===== src/rtl/cpu_types_pkg.sv =====
// Shared types for the pipelined MIPS core front end: PC-select codes
// driven by decode, the fetch-stage state encoding and the IF/ID record.
package cpu_types_pkg;

  localparam int unsigned WORD_W  = 32;
  localparam logic [31:0] PC_STEP = 32'd4;

  // Same encoding control_unit drives onto the redirect select lines.
  typedef enum logic [2:0] {
    NEXT         = 3'd0,
    BRANCH       = 3'd1,
    JUMP         = 3'd2,
    JUMPREGISTER = 3'd3,
    PC_HALT      = 3'd4
  } pcsel_t;

  typedef enum logic {
    RUN    = 1'b0,
    HALTED = 1'b1
  } fetch_state_t;

  typedef struct packed {
    logic        valid;
    logic [31:0] instr;
    logic [31:0] npc;
  } ifid_t;

  // True for the selects that move the PC somewhere other than PC+4.
  function automatic logic isRedirect(input pcsel_t sel);
    return (sel == BRANCH) || (sel == JUMP) || (sel == JUMPREGISTER);
  endfunction

  // Instruction addresses are always word aligned.
  function automatic logic [31:0] wordAlign(input logic [31:0] addr);
    return {addr[31:2], 2'b00};
  endfunction

endpackage


===== src/rtl/fetch_unit_if.sv =====
// Bundle of the fetch stage's memory, redirect and IF/ID signals.
// master is the fetch unit's view; slave is the surrounding pipeline/memory.
interface fetch_unit_if;
  import cpu_types_pkg::*;

  logic        ihit;
  logic [31:0] imemload;
  logic        stall;
  pcsel_t      redir_sel;
  logic [31:0] redir_npc;
  logic [31:0] redir_imm;
  logic [31:0] redir_jdata;

  logic        imemREN;
  logic [31:0] imemaddr;
  logic        ifid_valid;
  logic [31:0] ifid_instr;
  logic [31:0] ifid_npc;
  logic        halted;
  logic [31:0] fetch_count;

  modport master (
    input  ihit, imemload, stall, redir_sel, redir_npc, redir_imm, redir_jdata,
    output imemREN, imemaddr, ifid_valid, ifid_instr, ifid_npc, halted, fetch_count
  );

  modport slave (
    output ihit, imemload, stall, redir_sel, redir_npc, redir_imm, redir_jdata,
    input  imemREN, imemaddr, ifid_valid, ifid_instr, ifid_npc, halted, fetch_count
  );

endinterface


===== src/rtl/fetch_unit_npc_calc.sv =====
// Redirect-target mux and adder. Purely combinational: computes where the
// PC goes when decode resolves a branch, jump or jump-register.
module npc_calc
  import cpu_types_pkg::*;
(
  input  pcsel_t      sel_i,
  input  logic [31:0] npc_i,
  input  logic [31:0] imm_i,
  input  logic [31:0] jdata_i,
  output logic [31:0] target_o,
  output logic        redirect_o
);

  logic [31:0] rawTarget;

  // Pick the target for the active select; the low two bits are cleared afterwards.
  always_comb begin
    rawTarget = npc_i;
    unique case (sel_i)
      BRANCH:       rawTarget = npc_i + (imm_i << 2);
      JUMP:         rawTarget = {npc_i[31:28], jdata_i[25:0], 2'b00};
      JUMPREGISTER: rawTarget = jdata_i;
      default:      rawTarget = npc_i;
    endcase
  end

  assign target_o   = wordAlign(rawTarget);
  assign redirect_o = isRedirect(sel_i);

endmodule


===== src/rtl/fetch_unit.sv =====
// Instruction-fetch stage: owns the PC, requests words from imem, latches
// them into IF/ID, applies redirects from decode and honours hazard stalls.
module fetch_unit
  import cpu_types_pkg::*;
#(
  parameter logic [31:0] PC_INIT = 32'h0000_0000
) (
  input  logic         clk_i,
  input  logic         rst_i,
  fetch_unit_if.master bus
);

  fetch_state_t state_q, state_d;
  logic [31:0]  pc_q, pc_d;
  ifid_t        ifid_q, ifid_d;
  logic [31:0]  count_q, count_d;

  logic [31:0]  redirTarget;
  logic         redirTaken;
  logic [31:0]  pcPlus4;

  npc_calc u_npc_calc (
    .sel_i      (bus.redir_sel),
    .npc_i      (bus.redir_npc),
    .imm_i      (bus.redir_imm),
    .jdata_i    (bus.redir_jdata),
    .target_o   (redirTarget),
    .redirect_o (redirTaken)
  );

  assign pcPlus4 = pc_q + PC_STEP;

  // Once halted, only reset brings the stage back to RUN.
  always_comb begin
    state_d = state_q;
    if (state_q == RUN && bus.redir_sel == PC_HALT) begin
      state_d = HALTED;
    end
  end

  // Next PC, IF/ID and counter in priority order: halt, redirect, stall, hit, bubble.
  always_comb begin
    pc_d    = pc_q;
    ifid_d  = ifid_q;
    count_d = count_q;
    if (state_q == RUN) begin
      if (bus.redir_sel == PC_HALT) begin
        ifid_d.valid = 1'b0;
        ifid_d.instr = '0;
      end else if (redirTaken) begin
        pc_d         = redirTarget;
        ifid_d.valid = 1'b0;
        ifid_d.instr = '0;
      end else if (!bus.stall) begin
        if (bus.ihit) begin
          ifid_d.valid = 1'b1;
          ifid_d.instr = bus.imemload;
          ifid_d.npc   = pcPlus4;
          pc_d         = pcPlus4;
          count_d      = count_q + 32'd1;
        end else begin
          ifid_d.valid = 1'b0;
        end
      end
    end
  end

  // State register with asynchronous reset.
  always_ff @(posedge clk_i or posedge rst_i) begin
    if (rst_i) begin
      state_q <= RUN;
    end else begin
      state_q <= state_d;
    end
  end

  // PC, IF/ID and fetch counter registers with asynchronous reset.
  always_ff @(posedge clk_i or posedge rst_i) begin
    if (rst_i) begin
      pc_q    <= PC_INIT;
      ifid_q  <= '0;
      count_q <= '0;
    end else begin
      pc_q    <= pc_d;
      ifid_q  <= ifid_d;
      count_q <= count_d;
    end
  end

  assign bus.imemREN     = (state_q == RUN);
  assign bus.imemaddr    = pc_q;
  assign bus.ifid_valid  = ifid_q.valid;
  assign bus.ifid_instr  = ifid_q.instr;
  assign bus.ifid_npc    = ifid_q.npc;
  assign bus.halted      = (state_q == HALTED);
  assign bus.fetch_count = count_q;

endmodule


===== src/flat_wrapper.sv =====
// flat-port wrapper written by rule: the top's interface ports become plain ports
module fetch_unit_flat import cpu_types_pkg::*;
#(
  parameter logic [31:0] PC_INIT = 32'h0000_0000
)
  (clk_i, rst_i, bus_ihit, bus_imemload, bus_stall, bus_redir_sel, bus_redir_npc, bus_redir_imm, bus_redir_jdata, bus_imemREN, bus_imemaddr, bus_ifid_valid, bus_ifid_instr, bus_ifid_npc, bus_halted, bus_fetch_count);
  fetch_unit_if bus_i ();
  input  logic clk_i;
  input  logic rst_i;
  input wire logic [$bits(bus_i.ihit)-1:0] bus_ihit;
  input wire logic [$bits(bus_i.imemload)-1:0] bus_imemload;
  input wire logic [$bits(bus_i.stall)-1:0] bus_stall;
  input wire logic [$bits(bus_i.redir_sel)-1:0] bus_redir_sel;
  input wire logic [$bits(bus_i.redir_npc)-1:0] bus_redir_npc;
  input wire logic [$bits(bus_i.redir_imm)-1:0] bus_redir_imm;
  input wire logic [$bits(bus_i.redir_jdata)-1:0] bus_redir_jdata;
  output wire logic [$bits(bus_i.imemREN)-1:0] bus_imemREN;
  output wire logic [$bits(bus_i.imemaddr)-1:0] bus_imemaddr;
  output wire logic [$bits(bus_i.ifid_valid)-1:0] bus_ifid_valid;
  output wire logic [$bits(bus_i.ifid_instr)-1:0] bus_ifid_instr;
  output wire logic [$bits(bus_i.ifid_npc)-1:0] bus_ifid_npc;
  output wire logic [$bits(bus_i.halted)-1:0] bus_halted;
  output wire logic [$bits(bus_i.fetch_count)-1:0] bus_fetch_count;
  assign bus_i.ihit = bus_ihit;
  assign bus_i.imemload = bus_imemload;
  assign bus_i.stall = bus_stall;
  assign bus_i.redir_sel = bus_redir_sel;
  assign bus_i.redir_npc = bus_redir_npc;
  assign bus_i.redir_imm = bus_redir_imm;
  assign bus_i.redir_jdata = bus_redir_jdata;
  assign bus_imemREN = bus_i.imemREN;
  assign bus_imemaddr = bus_i.imemaddr;
  assign bus_ifid_valid = bus_i.ifid_valid;
  assign bus_ifid_instr = bus_i.ifid_instr;
  assign bus_ifid_npc = bus_i.ifid_npc;
  assign bus_halted = bus_i.halted;
  assign bus_fetch_count = bus_i.fetch_count;
  fetch_unit #(.PC_INIT(PC_INIT)) u_core (.clk_i(clk_i), .rst_i(rst_i), .bus(bus_i));
endmodule

===== config.mk =====
export PLATFORM = sky130hd
export DESIGN_NAME = fetch_unit_flat
export DESIGN_NICKNAME = d
export VERILOG_FILES = /design/src/rtl/cpu_types_pkg.sv /design/src/rtl/fetch_unit_if.sv /design/src/rtl/fetch_unit_npc_calc.sv /design/src/rtl/fetch_unit.sv /design/src/flat_wrapper.sv
export SDC_FILE = /design/constraint.sdc
export NUM_CORES = 1
export LEC_CHECK = 0
export BUFFER_PORTS_ARGS = -buffer_cell sky130_fd_sc_hd__clkbuf_2
export CAP_MARGIN = 20
export CORE_ASPECT_RATIO = 1.5
export CORE_MARGIN = 1.5
export CORE_UTILIZATION = 56
export DETAILED_ROUTE_END_ITERATION = 10
export PLACE_DENSITY_LB_ADDON = 0.2
export SLEW_MARGIN = 25
export SYNTH_ARGS = -nofsm -noshare
export SYNTH_HDL_FRONTEND = slang
export SYNTH_SLANG_ARGS = --single-unit

===== constraint.sdc =====
create_clock -name clk_i -period 12.15 [get_ports clk_i]
set_input_delay 2.43 -clock clk_i [delete_from_list [all_inputs] [get_ports clk_i]]
set_output_delay 2.43 -clock clk_i [all_outputs]
set_load 0.005 [all_outputs]

* After elaboration in Yosys (flattened, before gate mapping)
Cells that the tools add are included.
** Cells by class
- Reductions and logical operators :: 9
- Bitwise logic cells :: 4
- Equality and inequality tests :: 6
- Multiplexer cells :: 9
- $add $sub $neg :: 3
** Operators by type and width (count)
- two-way mux 32 bit :: 3
- one-hot mux 32 bit (3 select lines) :: 1
- two-way mux 33 bit :: 2
- two-way mux 65 bit :: 1
- two-way mux 64 bit :: 1
- adder 32 x 1 -> 32 bit (second input constant) :: 1
- adder 32 x 3 -> 32 bit (second input constant) :: 1
- adder 32 bit :: 1
- equality test 3 x 2 -> 1 bit (second input constant) :: 2
- AND reduction 5 bit :: 1
- NOT 1 bit :: 4
- AND reduction 4 bit :: 1
- equality test 3 x 1 -> 1 bit (second input constant) :: 1
- equality test 3 bit (second input constant) :: 1
- inequality test 3 x 1 -> 1 bit (second input constant) :: 1
- AND reduction 3 bit :: 1
- nonzero test 3 bit :: 1
- logical OR 1 bit :: 2
- inequality test 2 x 1 -> 1 bit (second input constant) :: 1
- AND reduction 2 bit :: 1
- nonzero test 2 bit :: 1
- logical AND 1 bit :: 1
- two-way mux 1 bit :: 1
** Word-level totals
- Register bits :: 130
- Input port bits :: 135
- Word-level logic and storage cells :: 37

* Depth between registers and ports, before layout
- Depth after elaboration :: 5
- Depth in mapped cells :: 11

* By module
Synthesis repeated with hierarchy kept, for this count alone.
** Unflattened totals
- Cell total of the unflattened synthesis :: 923
- Area, all modules :: 8325.5 um2
** By module, submodules not included
- fetch_unit :: instances 1, cells each 558, area an instance 5901.9 um2
- npc_calc :: instances 1, cells each 365, area an instance 2423.6 um2

* Worst setup path before layout
No wires, ideal clock.
- Kind :: input-to-reg
- From :: in bus_redir_imm[0]
- To :: reg u_core.pc_q[30] (netlist: u_core.bus.imemaddr[30])
- Arrival time :: 4.285 ns
- Setup time :: 0.095 ns
- Path slack :: 7.770 ns
- Data required time :: 12.055 ns
- Buffers on the path :: 0
- Stages :: 11
- Path through :: ha_1 > inv_1 > fa_1 > nor2b_1 > o211ai_1 > a31oi_1 > a221oi_1 > nand2_1 > o21ai_0 > and3_1 > o31ai_1
** On the way
- Longest elaborated chain between the ends :: 3
** Ends and longest elaborated chain
- start: declaration :: RTL line flat_wrapper.sv:15 : input wire logic [$bits(bus_i.redir_imm)-1:0] bus_redir_imm;
- adder 32 bit :: RTL line fetch_unit_npc_calc.sv:20 : BRANCH: rawTarget = npc_i + (imm_i << 2);
- one-hot mux 32 bit (3 select lines) :: RTL line fetch_unit_npc_calc.sv:19 : unique case (sel_i)
- two-way mux 32 bit :: RTL line fetch_unit.sv:50 : end else if (redirTaken) begin
- end signal: assignment :: RTL line fetch_unit.sv:84 : pc_q <= pc_d;
- end: declaration :: RTL line fetch_unit.sv:14 : logic [31:0] pc_q, pc_d;
No other way between the ends.
A chain may end at the register's enable or synchronous reset.

* Worst setup path in the final report
- From :: in bus_redir_sel[1]
- To :: reg u_core.pc_q[26] (netlist: u_core.bus.imemaddr[26])
** On the way
- Longest elaborated chain between the ends :: 5
- Elaborated cells on any way between the ends :: 12
** Ends and longest elaborated chain
- start: declaration :: RTL line flat_wrapper.sv:13 : input wire logic [$bits(bus_i.redir_sel)-1:0] bus_redir_sel;
- equality test 3 x 1 -> 1 bit or equality test 3 x 2 -> 1 bit (tied branches) :: RTL line cpu_types_pkg.sv:30, fetch_unit_npc_calc.sv:19
- logical OR 1 bit (2 in a row) :: RTL line cpu_types_pkg.sv:30 : return (sel == BRANCH) || (sel == JUMP) || (sel == JUMPREGISTER);
- inequality test 2 x 1 -> 1 bit (no line) or nonzero test 2 bit (tied branches)
- AND reduction 4 bit (no line)
Parallel ways exist; a longest one is shown, timed or not.

==> metrics.md <==
| Metric | Value |
|---|---|
| Run status | finished, final reports clean |
| Tmin final | ~5.4 ns |
| Drt total wl | between 20000 and 25000 um |
| CTS Root Cell | clkbuf_16 |
| Sequential area share after synthesis | between 30% and 40% |
| Number of synthesized flops with an enable pin | 0 |
| Fin. Hold Viols | 0 |
| Routed Antenna Nets | 0 |
| Gr usage total | 30.09% |
| Max stage delay cell, worst path | nor2_1 |
| Leak | 4.946 nW |
| Post-synthesis register bit count | about 130 |
| GPL Wtd Cong | 0.9128 |
| CP max FO | 45 |
| Number of buffers added on ports | about 260 |
| Initial core utilization | between 50% and 60% |
| Worst-path clk slew | roughly 0.060 ns |
| Max Root-Sink Buffers | 2 |
| Share of cells above drive strength 1 | roughly a quarter |
| CTS tree | yes |
| # resized after CTS | 0 |
| 1st-iter DRT viols | about 400 |
| Area grow syn2layout | 25.33% |
| Cell mode on critical path | nor2_1 |
| Fin Clk Skew | between 0.009 and 0.01 ns |
| Max cap viols | 0 |
| Synth Cell Area | between 8000 and 9000 sq um |
| Netlist cell types | 63 |
| Highest clock rate | around 190 MHz |
| Setup crit end kind | register |
| Die Ht | between 100 and 150 um |
| I/O Pins | 266 |
| Core area | ~14000 sq um |
| Rows | 53 |
| # Post-CTS Setup Buffers | 0 |
| Worst hold path class | register to register |
| WL/cell | approximately 17 um |
| Overall power | roughly 0.0011 W |
| Total grt overflow | 0 |
| Pwr dens | between 100 and 150 nW/um^2 |
| Pre-CTS setup slack | roughly 6.4 ns |
| HPWL Detailed | about 17000 um |
| Slew margin rel. | 36.36% |
| Final setup viols | 0 |
| Global-route wire length before repair | 35800 um |
| CTS H-Tree Depth | 4 |
| Period utilisation layout | roughly 44% |
| Ys Warns | 0 |
| Initial antenna violation count | 0 |
| Critical Path AT | 5.68 ns |
| Via count | roughly 7900 |
| RSZ-0062 raised after global routing | false |
| Die W | just over 100 um |
| Ys async rst share | between 90% and 100% |
| Slowest stage delay, CP | about 0.7 ns |
| Max-slew violations | 0 |
| Final core utilization | 71.86% |
| CTS Hold Bufs | 0 |
| VDD IR max | between 0.09 and 0.1 mV |
| Flop2flop setup slack | between 9 and 10 ns |
| Worst-Margin Slew | ~0.95 ns |
| N_diodes | 0 |
| Worst setup margin | 6.754 ns |
| Cell-by-cell trace of the critical path | clkbuf_2 -> nor2_1 -> nor2_1 -> o21a_1 -> nand2_1 -> a211oi_1 -> a31oi_1 -> o221ai_1 -> a21oi_1 |
| Cells after synthesis | 931 |
| Largest net degree at the start of global routing | 70 |
| Pre-antenna DRT Iters | 5 |
| CP Launch Type | input pin |
| Required @ worst endpoint | 12.43 ns |
| Fin nets | between 1000 and 1500 |
| Die Area | ~15000 sq um |
| Syn Area/Cell | about 8.6 sq um |
| Vias in the first global route | around 7400 |
| Vias per cell | 5.775 |
| Main flop type after synthesis | dfrtp_1 |
| # DRC | 0 |
| Clk_lat worst skew | between 0.4 and 0.5 ns |
| Critical path class | input pin to register |
| TritonCTS buffer count | 17 |
| CTS Sinks | between 100 and 150 |
| Fin Setup TNS | 0 ns |
## report_power, final
| group | leakage (nW) | switching (W) | internal [W] |
|---|---|---|---|
| Clock | 0.303 | 0.000183 | 0.000353 |
| Combinational | 2.94 | 0.0000984 | 0.0000690 |
| Sequential | 1.71 | 0.00000426 | 0.000427 |
| Total | 4.95 | 0.000285 | 0.000849 |
## sequential cells by signal (all words and copies together), names as in the netlist
name and flops:
u_core.bus.ifid_npc 30, u_core.bus.fetch_count 32, u_core.bus.imemaddr 30, u_core.bus.ifid_instr 32, u_core.bus.halted 1, u_core.bus.ifid_valid 1
## layout by cell type (no fill, tap or decap), types with 11 or more instances in the layout
master	instances
nor2_1	62
ha_1	31
clkbuf_2	257
and3_1	20
nand2_1	114
xor2_1	35
dfrtp_1	126
nand3_1	33
xnor2_1	50
o211ai_1	12
nor2b_1	11
a21oi_1	92
clkbuf_16	17
a211oi_1	13
inv_1	28
nand4_1	14
a31oi_1	18
o21ai_0	77
a22o_1	32
## final cells by class
| type | instances | area, sq um |
|---|---|---|
| multi-input combinational | 725 | 4576 |
| fill | 1136 | 3938 |
| sequential | 126 | 3153 |
| timing repair buffer | 265 | 1346 |
| clock buffer | 21 | 460.4 |
| tap | 192 | 240.2 |
| clock inverter | 11 | 163.9 |
| inverter | 30 | 115.1 |
## synthesized netlist by cell type (all sizes together) (20+ instances only)
master,n,area (sq um)
a22o,32,280.3
ha,31,387.9
nand3,34,175.2
o21ai,80,400.4
xnor2,50,437.9
inv,29,108.9
nor2,63,239.0
dfrtp,126,3153
a21oi,92,460.4
and3,20,125.1
nand2,114,427.9
xor2,35,306.5
clkbuf,45,168.9
## path summary, 6_finish.rpt
check / startpoint / to / cells after the start
max: bus_redir_sel[1] / u_core.bus.imemaddr[26] / 9
min: u_core.bus.fetch_count[31] / u_core.bus.fetch_count[31] / 1
max reg2reg: u_core.bus.imemaddr[9] / u_core.bus.imemaddr[23] / 7
min reg2reg: u_core.bus.fetch_count[31] / u_core.bus.fetch_count[31] / 1
max in group asynchronous: rst_i / u_core.bus.ifid_npc[5] / 3
min in group asynchronous: rst_i / u_core.bus.fetch_count[17] / 2
## per-stage QoR
step / cell area (sq um) / hold slack (ns) / std cells
after floorplan: 8034 / 0.4682 / 934
after global placement: 9423 / 0.4587 / 1338
after detailed placement: 9430 / 0.4619 / 1338
after CTS: 10050 / 0.4736 / 1370
after global routing: 10050 / 0.4871 / 1370
final: 10050 / 0.4734 / 1370
## critical path: cells and delay by family
kind / cells / cell delay [ns]
buffers and inverters: 1 / 0.63
AND/OR/NAND/NOR: 3 / 1.30
AO/OA/AOI/OAI: 5 / 1.30
## cell families after synthesis
logic type / share of synthesized area, %
compound gates: 24.27
xor+xnor: 9.279
fa+ha+maj: 5.084
buf+inv: 4.102
flops: 39.30
mux: 0.3743
other cells: 0.04674
simple gates: 17.55
## per-layer routing
layer / global-route usage [%] / vias up / share of wire, %
met5: 0 / - / 0
met4: 15.77 / 0 / 4.2
met3: 5.465 / 66 / 6.4
met2: 51.96 / 368 / 50
met1: 35.20 / 3667 / 40
li1: - / 3811 / -
(Power assumes the default switching activity.)
